## src/rtl/stream_mux_n_to_1.sv

```systemverilog
// N-to-1 valid/ready stream multiplexer with one registered output stage.
// MODE=0 forwards the externally selected channel; MODE=1 arbitrates
// round-robin among valid channels, starting after the last accepted one.
module stream_mux_n_to_1 #(
  parameter int WIDTH  = 32,
  parameter int NUM_IN = 4,
  parameter int SEL_W  = 2,
  parameter int MODE   = 0
) (
  input  logic                    clk,
  input  logic                    rst_n,
  input  logic [NUM_IN*WIDTH-1:0] data_in,
  input  logic [NUM_IN-1:0]       in_valid,
  output logic [NUM_IN-1:0]       in_ready,
  input  logic [SEL_W-1:0]        sel,
  output logic [WIDTH-1:0]        data_out,
  output logic                    out_valid,
  input  logic                    out_ready,
  output logic [SEL_W-1:0]        out_src
);

  logic [WIDTH-1:0]  r_data;
  logic              r_out_valid;
  logic [SEL_W-1:0]  r_src;
  logic [SEL_W-1:0]  r_last_grant;

  logic              w_load_en;
  logic              w_ext_vld;
  logic              w_rr_vld;
  logic [SEL_W-1:0]  w_rr_idx;
  logic              w_gnt_vld;
  logic [SEL_W-1:0]  w_gnt_idx;
  logic [WIDTH-1:0]  w_gnt_data;

  // The output register can take a new word when empty or being drained.
  assign w_load_en = !r_out_valid || out_ready;

  // External select: out-of-range select values grant nothing.
  always_comb begin
    w_ext_vld = 1'b0;
    if (int'(sel) < NUM_IN) w_ext_vld = in_valid[sel];
  end

  // Round-robin search upward from the channel after the last grant, wrapping.
  always_comb begin
    int c;
    c        = 0;
    w_rr_vld = 1'b0;
    w_rr_idx = '0;
    for (int k = 1; k <= NUM_IN; k++) begin
      c = (int'(r_last_grant) + k) % NUM_IN;
      if (!w_rr_vld && in_valid[c]) begin
        w_rr_vld = 1'b1;
        w_rr_idx = SEL_W'(c);
      end
    end
  end

  // Pick the grant source according to the compile-time mode.
  always_comb begin
    if (MODE == 1) begin
      w_gnt_vld = w_rr_vld;
      w_gnt_idx = w_rr_idx;
    end else begin
      w_gnt_vld = w_ext_vld;
      w_gnt_idx = sel;
    end
  end

  // Granted channel's data slice.
  always_comb begin
    w_gnt_data = '0;
    for (int i = 0; i < NUM_IN; i++) begin
      if (int'(w_gnt_idx) == i) w_gnt_data = data_in[i*WIDTH +: WIDTH];
    end
  end

  // One-hot ready to the granted channel only; forced low while in reset.
  always_comb begin
    in_ready = '0;
    if (rst_n && w_load_en && w_gnt_vld) in_ready = NUM_IN'(1) << w_gnt_idx;
  end

  // Output register and round-robin pointer; pointer moves only on acceptance.
  always_ff @(posedge clk or negedge rst_n) begin
    if (!rst_n) begin
      r_data       <= '0;
      r_out_valid  <= 1'b0;
      r_src        <= '0;
      r_last_grant <= SEL_W'(NUM_IN - 1);
    end else if (w_load_en) begin
      if (w_gnt_vld) begin
        r_data       <= w_gnt_data;
        r_src        <= w_gnt_idx;
        r_out_valid  <= 1'b1;
        r_last_grant <= w_gnt_idx;
      end else begin
        r_out_valid  <= 1'b0;
      end
    end
  end

  assign data_out  = r_data;
  assign out_valid = r_out_valid;
  assign out_src   = r_src;

endmodule

```

## config.mk

```make
export PLATFORM = sky130hd
export DESIGN_NAME = stream_mux_n_to_1
export DESIGN_NICKNAME = d
export VERILOG_FILES = /design/src/rtl/stream_mux_n_to_1.sv
export SDC_FILE = /design/constraint.sdc
export NUM_CORES = 1
export LEC_CHECK = 0
export CAP_MARGIN = 40
export CORE_ASPECT_RATIO = 1.2
export CORE_MARGIN = 2
export CORE_UTILIZATION = 37
export DETAILED_ROUTE_END_ITERATION = 7
export HOLD_SLACK_MARGIN = 0.1
export PLACE_DENSITY_LB_ADDON = 0.1
export SLEW_MARGIN = 20
export SYNTH_ARGS = -nofsm -noshare
export SYNTH_HDL_FRONTEND = slang
export SYNTH_SLANG_ARGS = --single-unit
```

## constraint.sdc

```tcl
create_clock -name clk -period 3.9 [get_ports clk]
set_input_delay 0.78 -clock clk [delete_from_list [all_inputs] [get_ports clk]]
set_output_delay 0.78 -clock clk [all_outputs]
set_load 0.01 [all_outputs]
```

# Yosys cells after proc, flatten, opt, wreduce, memory -nomap -nowiden
# Index checks and enable logic that the tools add are counted.
# W data, S select, Z words.
# totals
input_bits,137
reg_bits,35
word_cells,22
out_inout_bits,39
# classes
order_cmp,1
n_mux,8
eq_ne,3
shifts,1
reduce_logical,6
# ops
op,count
$mux W32,4
$eq A2 B2 Y1 const B,2
$mux W4,1
$shl A1 B2 Y4 const A,1
$lt A2 B3 Y1 const B,1
$bmux W1 S2,1
$eq A2 B1 Y1 const B,1
$logic_and A1 B1 Y1,2
$logic_not A2 Y1,1
$mux W1,2
$reduce_and A2 Y1,1
$logic_not A1 Y1,1
$logic_or A1 B1 Y1,1

# Logic depth before layout (Yosys ltp)
# logic_depth
word_depth,5
mapped_depth,6
mapped_depth_nobuf,4

# Least setup slack after synthesis
# No wires, ideal clock.
# synth_timing
path_kind,input -> output
startpoint,input port sel[0]
endpoint,output port in_ready[0]
cell_stages,4
setup_slack_ps,1597
t_required_ps,3120
arrival_ps,1523
cell_sequence,buf_6 > mux2i_1 > nor3_4 > and4_1
# synth_via
elab_chain_len,4
word_cells_on_any_way,5
classes_between,shift: 1; mux: 3; reduce/logical: 1
# synth_rtl
item,line,rtl
start: declaration,15,"input logic [SEL_W-1:0] sel,"
$bmux W1 S2,41,if (int'(sel) < NUM_IN) w_ext_vld = in_valid[sel];
$mux W1 (implied by the code),41,
$logic_and A1 B1 Y1,81,if (rst_n && w_load_en && w_gnt_vld) in_ready = NUM_IN'(1) << w_gnt_idx;
$mux W4 *,81,
end: declaration,14,"output logic [NUM_IN-1:0] in_ready,"
# Every way passes the cells marked *; elsewhere a longest branch is shown, timed or not. The select of a mux whose other input is x is not followed.

# Worst setup path in the final report
# layout_timing
startpoint,input port in_valid[2]
endpoint,output port in_ready[3]
# layout_via
elab_chain_len,4
# layout_rtl
item,line,rtl
start: declaration,13,"input logic [NUM_IN-1:0] in_valid,"
$bmux W1 S2,41,
$mux W1 (implied by the code),41,
$logic_and A1 B1 Y1,81,
$mux W4,81,
# No other way between the ends. The select of a mux whose other input is x is not followed.

==> impl_metrics.tcl <==
set metrics [dict create \
    dr.first_iter.drc_count 57 \
    cts_tree "done" \
    multi_input_area_um2 1330 \
    grt_max_degree 37 \
    synth.distinct_cells 21 \
    cp-start-kind "input pin" \
    io_pins 176 \
    antennaDiodeCount 0 \
    drive_above_1_share 0.275 \
    final_hold_viol_count 0 \
    cpMaxStageDelayCell "clkdlybuf4s50_1" \
    arrival_ps 2360 \
    seqCellArea_um2 876 \
    viasPerCell 4.94 \
    hpwl_mm 5.07 \
    vdd.ir_drop.worst_v 0.000193 \
    maxCapViolCount 0 \
    path_clk_slew_ps 70 \
    track_usage 0.187 \
    utilization 0.701 \
    rows 31 \
    swShare 0.255 \
    cts.sinks 35 \
    dpl.cell_count 380 \
    syn_inst 130 \
    power_switching_w 0.000381 \
    skew_ps 4.56 \
    synth_async_sr_flop_share 1.00 \
    drt-pass1-iter-count 4 \
    worst_path_largest_cell_delay_ps 540 \
    clk_path_buf_depth 2 \
    p_clk_frac 0.214 \
    fp.dieH_um 90.4 \
    core_area_um2 6010 \
    cts_resized 0 \
    grt_pass1_vias 2007 \
    path_buf_inv 2 \
    synth_seq_cells 35 \
    tightest_slew_ps 655 \
    fin_crit_ps 3140 \
    worstSkewPairLatency_ps 280 \
    worstPathMaxFanout 3 \
    vias 1915 \
    start_util 0.383 \
    cts_hold_buf 0 \
    chipWidth_um 76.0 \
    synth_warnings 0 \
    critPathCaptureType "output port" \
    internal_power_w 0.00111 \
    crit_path_frequent_cell "clkdlybuf4s50_1" \
    max_freq_mhz 318 \
    antenna_found_initial 0 \
    layout_setup_ws_ps 756 \
    pwr-share-comb 0.444 \
    setup-violations-final 0 \
    root_buffer "clkbuf_8" \
    path_cells "clkdlybuf4s50_1 > mux2_2 > and3_4 > nand3_1 > nor2_1 > clkdlybuf4s50_1" \
    critPathKind "input pin to output port" \
    syn2layout_area_growth_pct 83.1 \
    dp_slack_ps 747 \
    crit_family "buffers and inverters" \
    outcome "finished clean" \
    slew_violations 0 \
    htreeDepth 2 \
    relSlewSlack 0.562 \
    gp_congestion 0.779 \
    pwr-share-seq 0.342 \
    grt_overflow 0 \
    ant_nets 0 \
    ys_seq_area_frac 0.381 \
    wl_per_cell_um 15.9 \
    hold_path.class "input pin to async pin" \
    worstPathRequired_ps 3120 \
    rsz0062_at_grt "false" \
    layoutNonFillerInstCount 388 \
    setup_tns_ps 0 \
    syn_area_per_cell_um2 17.7 \
    synth_edf_count 0 \
    synth_ff_type "dfrtp_1" \
    syn_nets 267 \
    finish.instance_area_um2 4210 \
    die_area_um2 6860 \
    finalCritPeriodShare 0.806 \
    fillers 442 \
    p_per_area_nw_per_um2 354 \
    syn_area_um2 2300 \
    grt_first_pass_wirelength_mm 10.0 \
    post_dp_cell_area_um2 4100 \
    cellLeakagePower_nw 1.72 \
    wirelength_mm 6.18 \
    post_cts_buffers 0 \
    drc 0 \
    portBuffers 175 \
    numCtsBuffers 5 \
    finalNetCount 442 \
]
per-stage QoR:
stage	total power [W]	hold slack, ps
floorplan	0.000809	484
global placement	0.00118	488
detailed placement	0.00119	492
CTS	0.00151	312
global route	0.00157	314
finish	0.00149	315
cell usage after synthesis (2+ instances only):
| cell | n | area share |
|---|---|---|
| and4_1 | 2 | 0.0076 |
| buf_2 | 3 | 0.0065 |
| buf_4 | 2 | 0.0065 |
| buf_6 | 4 | 0.020 |
| clkbuf_1 | 2 | 0.0033 |
| dfrtp_1 | 35 | 0.38 |
| inv_1 | 3 | 0.0049 |
| mux2_2 | 4 | 0.020 |
| mux2_4 | 30 | 0.20 |
| mux4_2 | 32 | 0.31 |
| nor2_1 | 3 | 0.0049 |
area by class of cell:
cell class / count / share of cell area
Timing Repair Buffer: 179 / 0.422
Clock inverter: 3 / 0.0104
Sequential cell: 35 / 0.208
Clock buffer: 5 / 0.0163
Tap cell: 82 / 0.0244
Multi-Input combinational cell: 81 / 0.316
Inverter: 3 / 0.00267
power groups by stage:
stage	combinational, W	clock [W]	sequential, W
final	0.000663	0.000319	0.000510
after global routing	0.000700	0.000345	0.000523
after CTS	0.000674	0.000328	0.000512
after detailed placement	0.000672	0	0.000515
after global placement	0.000667	0	0.000511
after floorplan	0.000250	0	0.000559
per-layer routing:
metal	GRT usage	routed length, um
met2	0.320	3180
met4	0.0545	93
met5	0	0
met1	0.220	2310
met3	0.0690	587
cells in the final DEF, fill, tap and decap left out, types with 2 or more instances in the layout:
master / instances
nor2_1: 3
and4_1: 2
clkdlybuf4s50_1: 172
dfrtp_1: 35
buf_4: 3
mux2_2: 4
inv_1: 3
clkbuf_8: 5
mux4_2: 32
buf_2: 3
mux2_4: 30
sequential cells by signal (all words and copies together) (netlist names):
| signal | cells |
|---|---|
| out_src | 2 |
| data_out | 32 |
| out_valid | 1 |
path summary, 6_finish.rpt:
path                                  start           end  slack, ps  cells after the start
worst max-delay path            in_valid[2]   in_ready[3]        760                      6
worst min-delay path                  rst_n     out_valid        320                      1
worst max register to register    out_valid  data_out[14]       1990                      5
worst min register to register  data_out[7]   data_out[7]        510                      1
max in group asynchronous             rst_n  data_out[27]       2980                      2
min in group clk                data_out[7]   data_out[7]        510                      1
cell families after synthesis:
family          share of synthesized area
buf+inv                            0.0408
flops                               0.381
simple gates                       0.0397
compound gates                    0.00544
mux                                 0.533
Note: power is estimated with default switching activity, not from simulation.
==> RTL change 1, RTL diff (same flow settings) <==
`WIDTH`: 32 -> 16.
--- a/src/rtl/stream_mux_n_to_1.sv
+++ b/src/rtl/stream_mux_n_to_1.sv
@@ -2,7 +2,7 @@
 // MODE=0 forwards the externally selected channel; MODE=1 arbitrates
 // round-robin among valid channels, starting after the last accepted one.
 module stream_mux_n_to_1 #(
-  parameter int WIDTH  = 32,
+  parameter int WIDTH  = 16,
   parameter int NUM_IN = 4,
   parameter int SEL_W  = 2,
   parameter int MODE   = 0
Ports: changed (resized data_in and data_out); port bits go from 176 to 96. No check against the original RTL was run, so the function may have changed too.
==> RTL change 1 against the unedited design <==
Sequential cell count is 16 lower; clock skew decreased by 0.0024 ns; first-iteration DRC count is 46% lower; critical path depth shrank 1; cell area fell by 46%; wire length decreased by 44%; setup slack got worse by 0.23 ns; synthesized cell count down 42%; highest routed layer unchanged; sequential power is 46% lower; synthesized area fell by 46%; total power fell by 50%.
==> RTL change 1: results <==
{
  "outcome": "complete, no violations",
  "crit_fanout": 4,
  "gp_congestion": 0.761,
  "grt.total_usage_pct": 18.6,
  "io_buffers": 95,
  "cp_top_family": "buffers and inverters",
  "p_sw_share_pct": 25.9,
  "use_met1_pct": 20.4,
  "p_leak_nw": 0.927,
  "first_iter_violations": 31,
  "grt_util_met3_pct": 5.94,
  "grt_pass1_wl_um": 5400,
  "wire_per_inst_um": 16.3,
  "cts_inserted_buffers": 3,
  "fin_skew_ns": 0.00214,
  "ys_async_sr_fraction_pct": 100,
  "hp-class": "reg2reg",
  "nets": 249,
  "drive_gt1_share_pct": 25.7,
  "via_per_inst": 5.11,
  "place_area_um2": 2250,
  "slew_headroom_pct": 72.5,
  "insertion_delay_ns": 0.25,
  "ir_drop_v": 0.000201,
  "largest_reg_flops": 16,
  "slowest_delay_ns": 0.58,
  "vias": 1083,
  "arrival_ns": 2.59,
  "syn_nets": 149,
  "synthTopCellsByArea": "dfrtp_1, mux4_2, mux2_4",
  "placed_cells": 208,
  "htreeDepth": 1,
  "dp.final_hpwl_um": 2840,
  "grt_use_met2_pct": 34.3,
  "synthCells": 76,
  "clkTransAtPathRegs_ns": 0.07,
  "yosysSeqAreaShare_pct": 38.2,
  "yosys-top-cells-count": "dfrtp_1, mux4_2, mux2_4",
  "grt_max_degree": 18
}
-- RTL change 1: cell families (layout without fill, tap and decap cells) --
kind of cell	Yosys count	in the layout	synth area share (%)
multiplexers	35	35	49.3
buffers and inverters	8	107	3.42
flip-flops	19	19	38.2
AO/OA/AOI/OAI	2	2	1.00
AND/OR/NAND/NOR	12	12	8.04
-- RTL change 1: metal layers --
metal / share of wire [%] / routed length (um)
met4: 1.0 / 36
met5: 0 / 0
met3: 10 / 354
met1: 35 / 1220
met2: 54 / 1860
-- RTL change 1: layout make-up --
| cell class | instances | area (um^2) |
|---|---|---|
| Inverter | 3 | 11.3 |
| Multi-Input combinational cell | 49 | 727 |
| Sequential cell | 19 | 475 |
| Clock buffer | 4 | 45.0 |
| Tap cell | 37 | 46.3 |
| Fill cell | 261 | 987 |
| Timing Repair Buffer | 100 | 988 |
-- RTL change 1: path summary, 6_finish.rpt --
check                           start           end  slack (ns)  depth (start not counted)
hold reg to reg            out_src[0]    out_src[0]        0.50                          1
hold / removal             out_src[0]    out_src[0]        0.50                          1
setup reg to reg            out_valid   data_out[0]        2.39                          4
min in group asynchronous       rst_n     out_valid        0.82                          1
setup / recovery               sel[0]   in_ready[0]        0.53                          5
max in group asynchronous       rst_n  data_out[15]        2.53                          2
-- RTL change 1: power groups by stage --
stage               sequential [W]  clock [W]  combinational [W]
floorplan                 0.000300          0           0.000123
global placement          0.000275          0           0.000340
detailed placement        0.000277          0           0.000345
CTS                       0.000274   0.000143           0.000347
global route              0.000279   0.000153           0.000365
finish                    0.000274   0.000137           0.000343
-- RTL change 1: through the flow --
| step | worst slack [ns] | hold WS [ns] | total power [W] | utilization [%] |
|---|---|---|---|---|
| after floorplan | 1.65 | 0.484 | 0.000423 | - |
| after global placement | 0.612 | 0.475 | 0.000615 | 68.5 |
| after detailed placement | 0.535 | 0.484 | 0.000623 | 68.5 |
| after CTS | 0.517 | 0.501 | 0.000765 | 69.9 |
| after global routing | 0.439 | 0.516 | 0.000797 | 69.9 |
| final | 0.527 | 0.497 | 0.000753 | 69.9 |
==> RTL change 2, RTL diff (same flow settings) <==
Made on the original files. Make the reset (`rst_n`) synchronous in one clocked block.
--- a/src/rtl/stream_mux_n_to_1.sv
+++ b/src/rtl/stream_mux_n_to_1.sv
@@ -82,7 +82,7 @@
   end
 
   // Output register and round-robin pointer; pointer moves only on acceptance.
-  always_ff @(posedge clk or negedge rst_n) begin
+  always_ff @(posedge clk) begin
     if (!rst_n) begin
       r_data       <= '0;
       r_out_valid  <= 1'b0;
Behaviour: differs if rst_n is asserted again (counterexample within 4 cycles, from zero or initial values and one cycle with rst_n low); with rst_n held inactive, the same outputs for 10 cycles.
==> RTL change 2 against the unedited design <==
Setup slack worse by 0.029 ns; synthesized cell count up 63%; global-route usage up 2.2 points; cell area up 1.8%; wire length up 21%; count of clock-buffer cells in the layout up 1; total power down 25%; synthesized area up 5.8%; sequential cell count unchanged; via count up 28%; critical path type unchanged; largest cell class unchanged.
==> RTL change 2: results <==
{
  "multiInputCombCellCount": 149,
  "grt_pass1_vias": 2577,
  "nClkBuffers": 6,
  "hold_ws_ns": 0.457,
  "fin_skew_ns": 0.00753,
  "nonClkBufAreaFrac_pct": 41.9,
  "syn_avg_cell_area_um2": 11.5,
  "vias": 2446,
  "ys.flop_type": "dfxtp_1",
  "hp-class": "reg2reg",
  "comb_power_w": 0.000403,
  "seq_cells": 35,
  "dp.final_hpwl_um": 5680,
  "multi_input_area_share_pct": 36.7,
  "r2r-end": "out_src[1]",
  "synth.area.mux_share_pct": 30.6,
  "worst_r2r_startpoint": "out_valid",
  "switchingPower_w": 0.000280,
  "seq_power_share_pct": 36.5,
  "outcome": "complete, no violations",
  "place_area_um2": 4180,
  "sh_seq_area_pct": 16.4,
  "pre_cts_slack_ns": 0.739,
  "nets": 512,
  "p_leak_nw": 1.47,
  "first_iter_violations": 81,
  "grt_pass1_wl_um": 12000,
  "syn_nets": 349,
  "nFillCells": 525,
  "synth_compound_area_share_pct": 17.7,
  "yosysSeqAreaShare_pct": 28.8,
  "inv_count": 2,
  "drive_gt1_share_pct": 21.3,
  "wire_per_inst_um": 16.3,
  "synthTopCellsByArea": "mux4_2, dfxtp_1, nand3_2",
  "powerDensity_nw_per_um2": 261,
  "gp_congestion": 0.781,
  "finalPower_w": 0.00112,
  "placed_cells": 453,
  "clk_share_pct": 2.39,
  "synth.distinct_cells": 23,
  "r2r_slack_ns": 2.04,
  "via_per_inst": 5.32,
  "yosys-top-cells-count": "dfxtp_1, a21boi_1, o21ai_1"
}
RTL change 2: cell types whose count changed in the layout (fill, tap and decap cells not counted), sizes merged, moves of 32 or more:
| cell | delta |
|---|---|
| dfrtp | -35 |
| a21boi | +33 |
| dfxtp | +35 |
| o21ai | +32 |
| mux2 | -33 |
| nand3 | +34 |
RTL change 2: how the worst max path moves through the flow:
stage                      startpoint           to  slack, ns  cells after the start
after floorplan                sel[0]  in_ready[0]       1.35                      5
after global placement    in_valid[3]  in_ready[3]       0.76                      6
after detailed placement  in_valid[3]  in_ready[3]       0.74                      6
after CTS                 in_valid[3]  in_ready[3]       0.73                      6
after global routing      in_valid[3]  in_ready[2]       0.64                      6
final                     in_valid[3]  in_ready[2]       0.73                      6
RTL change 2: layer usage:
metal	GRT usage (%)	vias to the layer above	share of wire [%]
met4	5.99	0	1.2
met2	39.3	123	54
met5	0	-	0
met3	6.73	8	9.1
li1	-	1147	-
met1	22.1	1168	35
